[src/rtl/fifo_rr_arbiter_pkg.sv]
// Shared definitions for the round-robin FIFO arbiter: state encoding and entry layout.
// Entry layout is {src, last, data}, with data in the low WIDTH bits.
package fifo_rr_arbiter_pkg;

  typedef enum logic {
    ST_IDLE   = 1'b0,
    ST_LOCKED = 1'b1
  } arb_state_t;

  function automatic int fifo_rr_src_width(input int n);
    return $clog2(n);
  endfunction

  function automatic int fifo_rr_entry_width(input int n, input int w);
    return fifo_rr_src_width(n) + 1 + w;
  endfunction

endpackage

[src/rtl/fifo_wrapper.sv]
// First-word-fall-through FIFO with synchronous reset; holds DEPTH-1 entries so that
// full and empty are distinguishable from the pointers alone.
module fifo_wrapper #(
  parameter int DEPTH = 16,
  parameter int WIDTH = 8
) (
  input  logic             clk,
  input  logic             srst,
  input  logic             input_valid,
  output logic             input_ready,
  input  logic [WIDTH-1:0] input_data,
  output logic             output_valid,
  input  logic             output_ready,
  output logic [WIDTH-1:0] output_data
);

  localparam int AW = $clog2(DEPTH);

  logic [WIDTH-1:0] r_mem [DEPTH];
  logic [AW-1:0]    r_wr_ptr;
  logic [AW-1:0]    r_rd_ptr;
  logic             w_full;
  logic             w_empty;
  logic             w_push;
  logic             w_pop;

  assign w_full  = (AW'(r_wr_ptr + 1'b1) == r_rd_ptr);
  assign w_empty = (r_wr_ptr == r_rd_ptr);
  assign w_push  = input_valid && !w_full;
  assign w_pop   = output_ready && !w_empty;

  assign input_ready  = !w_full;
  assign output_valid = !w_empty;
  // Head is read straight from the array so a beat is visible the cycle after its push.
  assign output_data  = r_mem[r_rd_ptr];

  always_ff @(posedge clk) begin
    if (srst) begin
      r_wr_ptr <= '0;
      r_rd_ptr <= '0;
    end else begin
      if (w_push) r_wr_ptr <= AW'(r_wr_ptr + 1'b1);
      if (w_pop)  r_rd_ptr <= AW'(r_rd_ptr + 1'b1);
    end
  end

  always_ff @(posedge clk) begin
    if (w_push) r_mem[r_wr_ptr] <= input_data;
  end

endmodule

[src/rtl/fifo_rr_arbiter.sv]
// Round-robin arbiter merging N valid/ready packet streams into one shared FIFO,
// tagging each beat with its source index and optionally locking the grant per packet.
module fifo_rr_arbiter
  import fifo_rr_arbiter_pkg::*;
#(
  parameter int N            = 4,
  parameter int WIDTH        = 4,
  parameter int DEPTH        = 16,
  parameter int LOCK_PACKETS = 1,
  localparam int SW          = fifo_rr_src_width(N)
) (
  input  logic                 clk,
  input  logic                 reset,
  input  logic [N-1:0]         in_valid,
  output logic [N-1:0]         in_ready,
  input  logic [N*WIDTH-1:0]   in_data,
  input  logic [N-1:0]         in_last,
  output logic                 out_valid,
  input  logic                 out_ready,
  output logic [WIDTH-1:0]     out_data,
  output logic                 out_last,
  output logic [SW-1:0]        out_src
);

  localparam int EW = fifo_rr_entry_width(N, WIDTH);

  // Returns {found, index}: first valid requester scanning start, start+1, ... mod N.
  function automatic logic [SW:0] rr_pick(input logic [N-1:0] valid, input logic [SW-1:0] start);
    logic [SW:0]   res;
    logic [SW-1:0] cand;
    res = '0;
    for (int k = N - 1; k >= 0; k--) begin
      cand = SW'((int'(start) + k) % N);
      if (valid[cand]) res = {1'b1, cand};
    end
    return res;
  endfunction

  arb_state_t       r_st;
  arb_state_t       w_st_next;
  logic [SW-1:0]    r_ptr;
  logic [SW-1:0]    w_ptr_next;
  logic [SW-1:0]    r_owner;
  logic [SW-1:0]    w_owner_next;

  logic [SW:0]      w_pick;
  logic             w_grant_vld;
  logic [SW-1:0]    w_grant;
  logic [SW-1:0]    w_grant_inc;
  logic             w_fifo_ready;
  logic             w_xfer;
  logic [WIDTH-1:0] w_data_arr [N];
  logic [WIDTH-1:0] w_sel_data;
  logic             w_sel_last;
  logic [EW-1:0]    w_entry;
  logic             w_fifo_out_valid;
  logic [EW-1:0]    w_head;

  assign w_pick = rr_pick(in_valid, r_ptr);

  always_comb begin
    w_grant_vld = w_pick[SW];
    w_grant     = w_pick[SW-1:0];
    if (r_st == ST_LOCKED) begin
      w_grant_vld = 1'b1;
      w_grant     = r_owner;
    end
  end

  genvar gi;
  generate
    for (gi = 0; gi < N; gi++) begin : g_req
      assign w_data_arr[gi] = in_data[gi*WIDTH +: WIDTH];
      assign in_ready[gi]   = reset && w_grant_vld && (w_grant == SW'(gi)) && w_fifo_ready;
    end
  endgenerate

  assign w_sel_data  = w_data_arr[w_grant];
  assign w_sel_last  = in_last[w_grant];
  assign w_entry     = {w_grant, w_sel_last, w_sel_data};
  assign w_xfer      = reset && w_grant_vld && in_valid[w_grant] && w_fifo_ready;
  assign w_grant_inc = (w_grant == SW'(N - 1)) ? '0 : SW'(w_grant + 1'b1);

  always_comb begin
    w_st_next    = r_st;
    w_ptr_next   = r_ptr;
    w_owner_next = r_owner;
    if (w_xfer) begin
      if (w_sel_last || (LOCK_PACKETS == 0)) begin
        w_st_next  = ST_IDLE;
        w_ptr_next = w_grant_inc;
      end else begin
        w_st_next    = ST_LOCKED;
        w_owner_next = w_grant;
      end
    end
  end

  always_ff @(posedge clk or negedge reset) begin
    if (!reset) begin
      r_st    <= ST_IDLE;
      r_ptr   <= '0;
      r_owner <= '0;
    end else begin
      r_st    <= w_st_next;
      r_ptr   <= w_ptr_next;
      r_owner <= w_owner_next;
    end
  end

  // The FIFO's synchronous clear is held for as long as the asynchronous reset is asserted.
  fifo_wrapper #(
    .DEPTH (DEPTH),
    .WIDTH (EW)
  ) u_fifo (
    .clk          (clk),
    .srst         (~reset),
    .input_valid  (w_xfer),
    .input_ready  (w_fifo_ready),
    .input_data   (w_entry),
    .output_valid (w_fifo_out_valid),
    .output_ready (out_ready),
    .output_data  (w_head)
  );

  assign out_valid = reset && w_fifo_out_valid;
  assign out_src   = w_head[EW-1 -: SW];
  assign out_last  = w_head[WIDTH];
  assign out_data  = w_head[WIDTH-1:0];

endmodule

[config.mk]
export PLATFORM = sky130hd
export DESIGN_NAME = fifo_rr_arbiter
export DESIGN_NICKNAME = d
export VERILOG_FILES = /design/src/rtl/fifo_rr_arbiter_pkg.sv /design/src/rtl/fifo_wrapper.sv /design/src/rtl/fifo_rr_arbiter.sv
export SDC_FILE = /design/constraint.sdc
export NUM_CORES = 1
export LEC_CHECK = 0
export CAP_MARGIN = 25
export CORE_MARGIN = 8
export CORE_UTILIZATION = 50
export DETAILED_ROUTE_END_ITERATION = 10
export GPL_ROUTABILITY_DRIVEN = 0
export PLACE_DENSITY_LB_ADDON = 0.2
export SLEW_MARGIN = 30
export SYNTH_ARGS = -nofsm -noshare
export SYNTH_HDL_FRONTEND = slang
export SYNTH_HIERARCHICAL = 1
export SYNTH_SLANG_ARGS = --single-unit
[constraint.sdc]
create_clock -name clk -period 5.62 [get_ports clk]
set_clock_uncertainty 0.15 [all_clocks]
set_input_delay 1.124 -clock clk [delete_from_list [all_inputs] [get_ports clk]]
set_output_delay 1.124 -clock clk [all_outputs]
set_load 0.01 [all_outputs]
==> metrics.log <==
[metrics] final hold violation count: 0
[metrics] total inserted antenna cells: 0
[metrics] ratio of total power to cell area: 516 nW/um2
[metrics] aggregate routed wire length: 11200 um
[metrics] Critical-path top delay cell: sky130_fd_sc_hd__clkdlybuf4s50_1
[metrics] maximum level of the CTS H-tree: 4
[metrics] Cell Chain, Critical Path: clkdlybuf4s50_1, nand2b_1, a21oi_1, o21ai_1, o22ai_1, inv_2, ha_1, inv_1, nor2_1, clkdlybuf4s50_1
[metrics] vias in the first global route: 3328
[metrics] launch point of the worst hold path: r_owner[1]
[metrics] Post-Place Worst Slack: 0.875 ns
[metrics] most frequent cells after synthesis: sky130_fd_sc_hd__edfxtp_1 (112), sky130_fd_sc_hd__mux4_2 (28), sky130_fd_sc_hd__nor2_1 (24)
[metrics] Primary FF master, synth: sky130_fd_sc_hd__edfxtp_1
[metrics] Max Buffers Root-to-Sink: 2
[metrics] setup repair bufs after CTS: 0
[metrics] average wire per standard cell: 20.2 um
[metrics] worst hold-check slack: 0.372 ns
[metrics] endpoint of the worst hold-timing path: r_owner[1]
[metrics] post-synthesis register bit count: 129
[metrics] HPWL after DPL: 7450 um
[metrics] number of DRC violations after detailed routing: 0
[metrics] area share of the leading cell type in the synthesized netlist: 59.5%
[metrics] RSZ-0062 raised after global routing: no
[metrics] library cell occupying the most area in the post-synthesis netlist: sky130_fd_sc_hd__edfxtp_1
[metrics] crit-path most repeated cell: sky130_fd_sc_hd__clkdlybuf4s50_1
[metrics] clock tree from TritonCTS: built
[metrics] Synth Net Count: 384
[metrics] number of nets in the layout: 433
[metrics] Buffers & Inverters on Critical Path: 4
[metrics] maximum number of pins on one net before global-route repair: 29
[metrics] GRT Residual Overflow: 0
[metrics] count of mapped cells out of synthesis: 350
[metrics] final worst-path setup slack: 0.876 ns
[metrics] dominant cell by count in the synthesized netlist: sky130_fd_sc_hd__edfxtp_1
[metrics] layout-stage area growth over the synthesis result: 21.7%
[metrics] final critical-path share of the clock period: 84.4%
[metrics] unique cell type count in the Yosys netlist: 48
[metrics] reg-to-reg startpoint: u_fifo/r_wr_ptr[0]
[metrics] EDFF count, synth: 112
[metrics] Pre-Repair DR Iteration Count: 4
[metrics] Hold Path Depth: 1
[metrics] # IOs: 39
[metrics] post-synthesis instance area: 5650 um2
[metrics] routed vias: 3153
[metrics] arrival time worst endpoint: 3.47 ns
[metrics] clock-pin slew reported for the worst setup and hold paths after clock tree synthesis: 0.06 ns
[metrics] post-route ant nets: 0
[metrics] leakage power total: 2.30 nW
[metrics] Die Span Y: 122 um
[metrics] share of the core filled with cells: 61.3%
[metrics] Core Rows: 39
[metrics] share of cells above drive strength 1: 21.8%
[metrics] final number of setup-violating endpoints: 0
[metrics] number of cells upsized or downsized after cts: 0
[metrics] routing layer with the top usage in global route: met2
[metrics] total track usage: 15.9%
[metrics] number of DRC markers after the initial detailed-route iteration: 249
[metrics] initial core utilization: 50.4%
[metrics] M2 GR Usage: 26.5%
[metrics] Synth area leaders: sky130_fd_sc_hd__edfxtp_1 (60%), sky130_fd_sc_hd__mux4_2 (11%), sky130_fd_sc_hd__dfxtp_1 (4.3%)
[metrics] count of filler cells inserted in the layout: 858
[metrics] clock insertion delay at the later pin of the skew report: 0.41 ns
[metrics] CP endpoint kind: output port
[metrics] CP startpoint: in_valid[2]
[metrics] type of the setup path with the least slack: in -> out
[metrics] maximum fanout count along the critical path: 21
[metrics] number of clock buffers inserted by TritonCTS: 17
[metrics] part of the Yosys area used for sequential elements: 66.0%
[metrics] first-pass GRT wire length: 17700 um
[metrics] async set-reset flop share out of synthesis: 3.88%
[metrics] CP Launch Type: input pin
[metrics] max-cap violations: 0
[metrics] buffer type at the clock tree root: sky130_fd_sc_hd__clkbuf_16
[metrics] number of buffers inserted for hold repair after clock tree synthesis: 0
[metrics] flop-to-flop setup slack: 1.88 ns
[metrics] Max IR drop VDD: 258 uV
[metrics] register area: 3730 um2
[metrics] Peak Freq: 0.211 GHz
[metrics] GR met3 Demand/Resource: 3.77%
[metrics] clock sink total: 129
[metrics] final critical path time including I/O delays and setup: 4.74 ns
[metrics] pins over their slew limit: 0
[metrics] normalized max-slew margin: 45.1%
[metrics] number of synthesis warnings: 6
[metrics] number of antenna violations at the first check in global routing: 0
[metrics] Port Buf Inserts: 38
[metrics] Setup TNS Final: 0 ns
[metrics] die footprint: 15000 um2
[metrics] x dimension of the die: 122 um
[metrics] area used by multi-input combinational logic: 1840 um2
[metrics] Power Total: 3.55 mW
[metrics] slew at the pin closest to its max-slew limit: 0.820 ns
[metrics] met1 usage: 20.0%
[metrics] result of the run: completed
[metrics] number of cells on the worst reg-to-reg path: 10
[metrics] family with the most delay on the worst path: buffers and inverters
[metrics] biggest cell delay along the critical path: 0.59 ns
[metrics] min-delay worst type: reg -> reg
[metrics] Required @ worst endpoint: 4.35 ns
[metrics] placeable core region: 11200 um2
[metrics] Reg2Reg Capture Point: u_fifo/r_mem[13][3]
[metrics] Vias/cell: 5.68
[metrics] mean post-synth cell area: 16.1 um2
-- area by class of cell --
cell class	count	area share [%]
Clock buffer	17	6.19
Clock inverter	15	3.37
Inverter	10	0.546
Multi-Input combinational cell	196	26.7
Sequential cell	129	54.3
Tap cell	143	2.60
Timing Repair Buffer	45	6.30
-- metrics by stage --
stage / std cells / cell area [um2]
after global routing: 555 / 6880
after detailed placement: 523 / 6220
after CTS: 555 / 6870
final: 555 / 6880
after global placement: 523 / 6200
after floorplan: 350 / 5650
-- worst max path at each step --
stage                              to  cells past startpoint
after floorplan           in_ready[2]                      8
after global placement    in_ready[2]                      8
after detailed placement  in_ready[2]                      8
after CTS                 in_ready[2]                      8
after global routing      in_ready[0]                      8
final                     in_ready[3]                     10
-- where the power goes --
| group | internal, mW | switching [mW] | total (mW) |
|---|---|---|---|
| clock network | 0.793 | 0.406 | 1.20 |
| registers | 1.32 | 0.0790 | 1.40 |
| logic | 0.391 | 0.562 | 0.953 |
-- per-layer routing --
layer / wire (um) / up-vias
met5: 0 / -
met4: 94 / 0
met3: 368 / 8
met2: 5790 / 57
met1: 4940 / 1611
li1: - / 1477
-- kinds of logic after synthesis --
kind of cell | Yosys count | share of synthesized area, %
mux | 46 | 14.6
fa+ha+maj | 7 | 1.55
compound gates | 49 | 6.35
simple gates | 85 | 7.48
flops | 129 | 66.0
buf+inv | 25 | 1.84
xor+xnor | 9 | 2.24
-- sequential cells by signal (all words and copies together), names as in the netlist, named ones only --
register / count
u_fifo/r_wr_ptr: 4
u_fifo/r_rd_ptr: 4
u_fifo/r_mem: 112
r_ptr: 2
r_st: 1
r_owner: 2
-- cell usage in the layout (no fill, tap or decap), types with 7 or more instances in the layout --
cell / n
sky130_fd_sc_hd__edfxtp_1: 112
sky130_fd_sc_hd__clkdlybuf4s50_1: 38
sky130_fd_sc_hd__mux4_2: 28
sky130_fd_sc_hd__nor2_1: 24
sky130_fd_sc_hd__nand2_1: 20
sky130_fd_sc_hd__clkbuf_16: 17
sky130_fd_sc_hd__a22oi_1: 14
sky130_fd_sc_hd__dfxtp_1: 11
sky130_fd_sc_hd__inv_1: 9
sky130_fd_sc_hd__mux2i_1: 8
sky130_fd_sc_hd__nand3_1: 7
sky130_fd_sc_hd__nor3_1: 7
sky130_fd_sc_hd__ha_1: 7
sky130_fd_sc_hd__buf_4: 7
No activity file was read; power rests on OpenSTA's default activity.
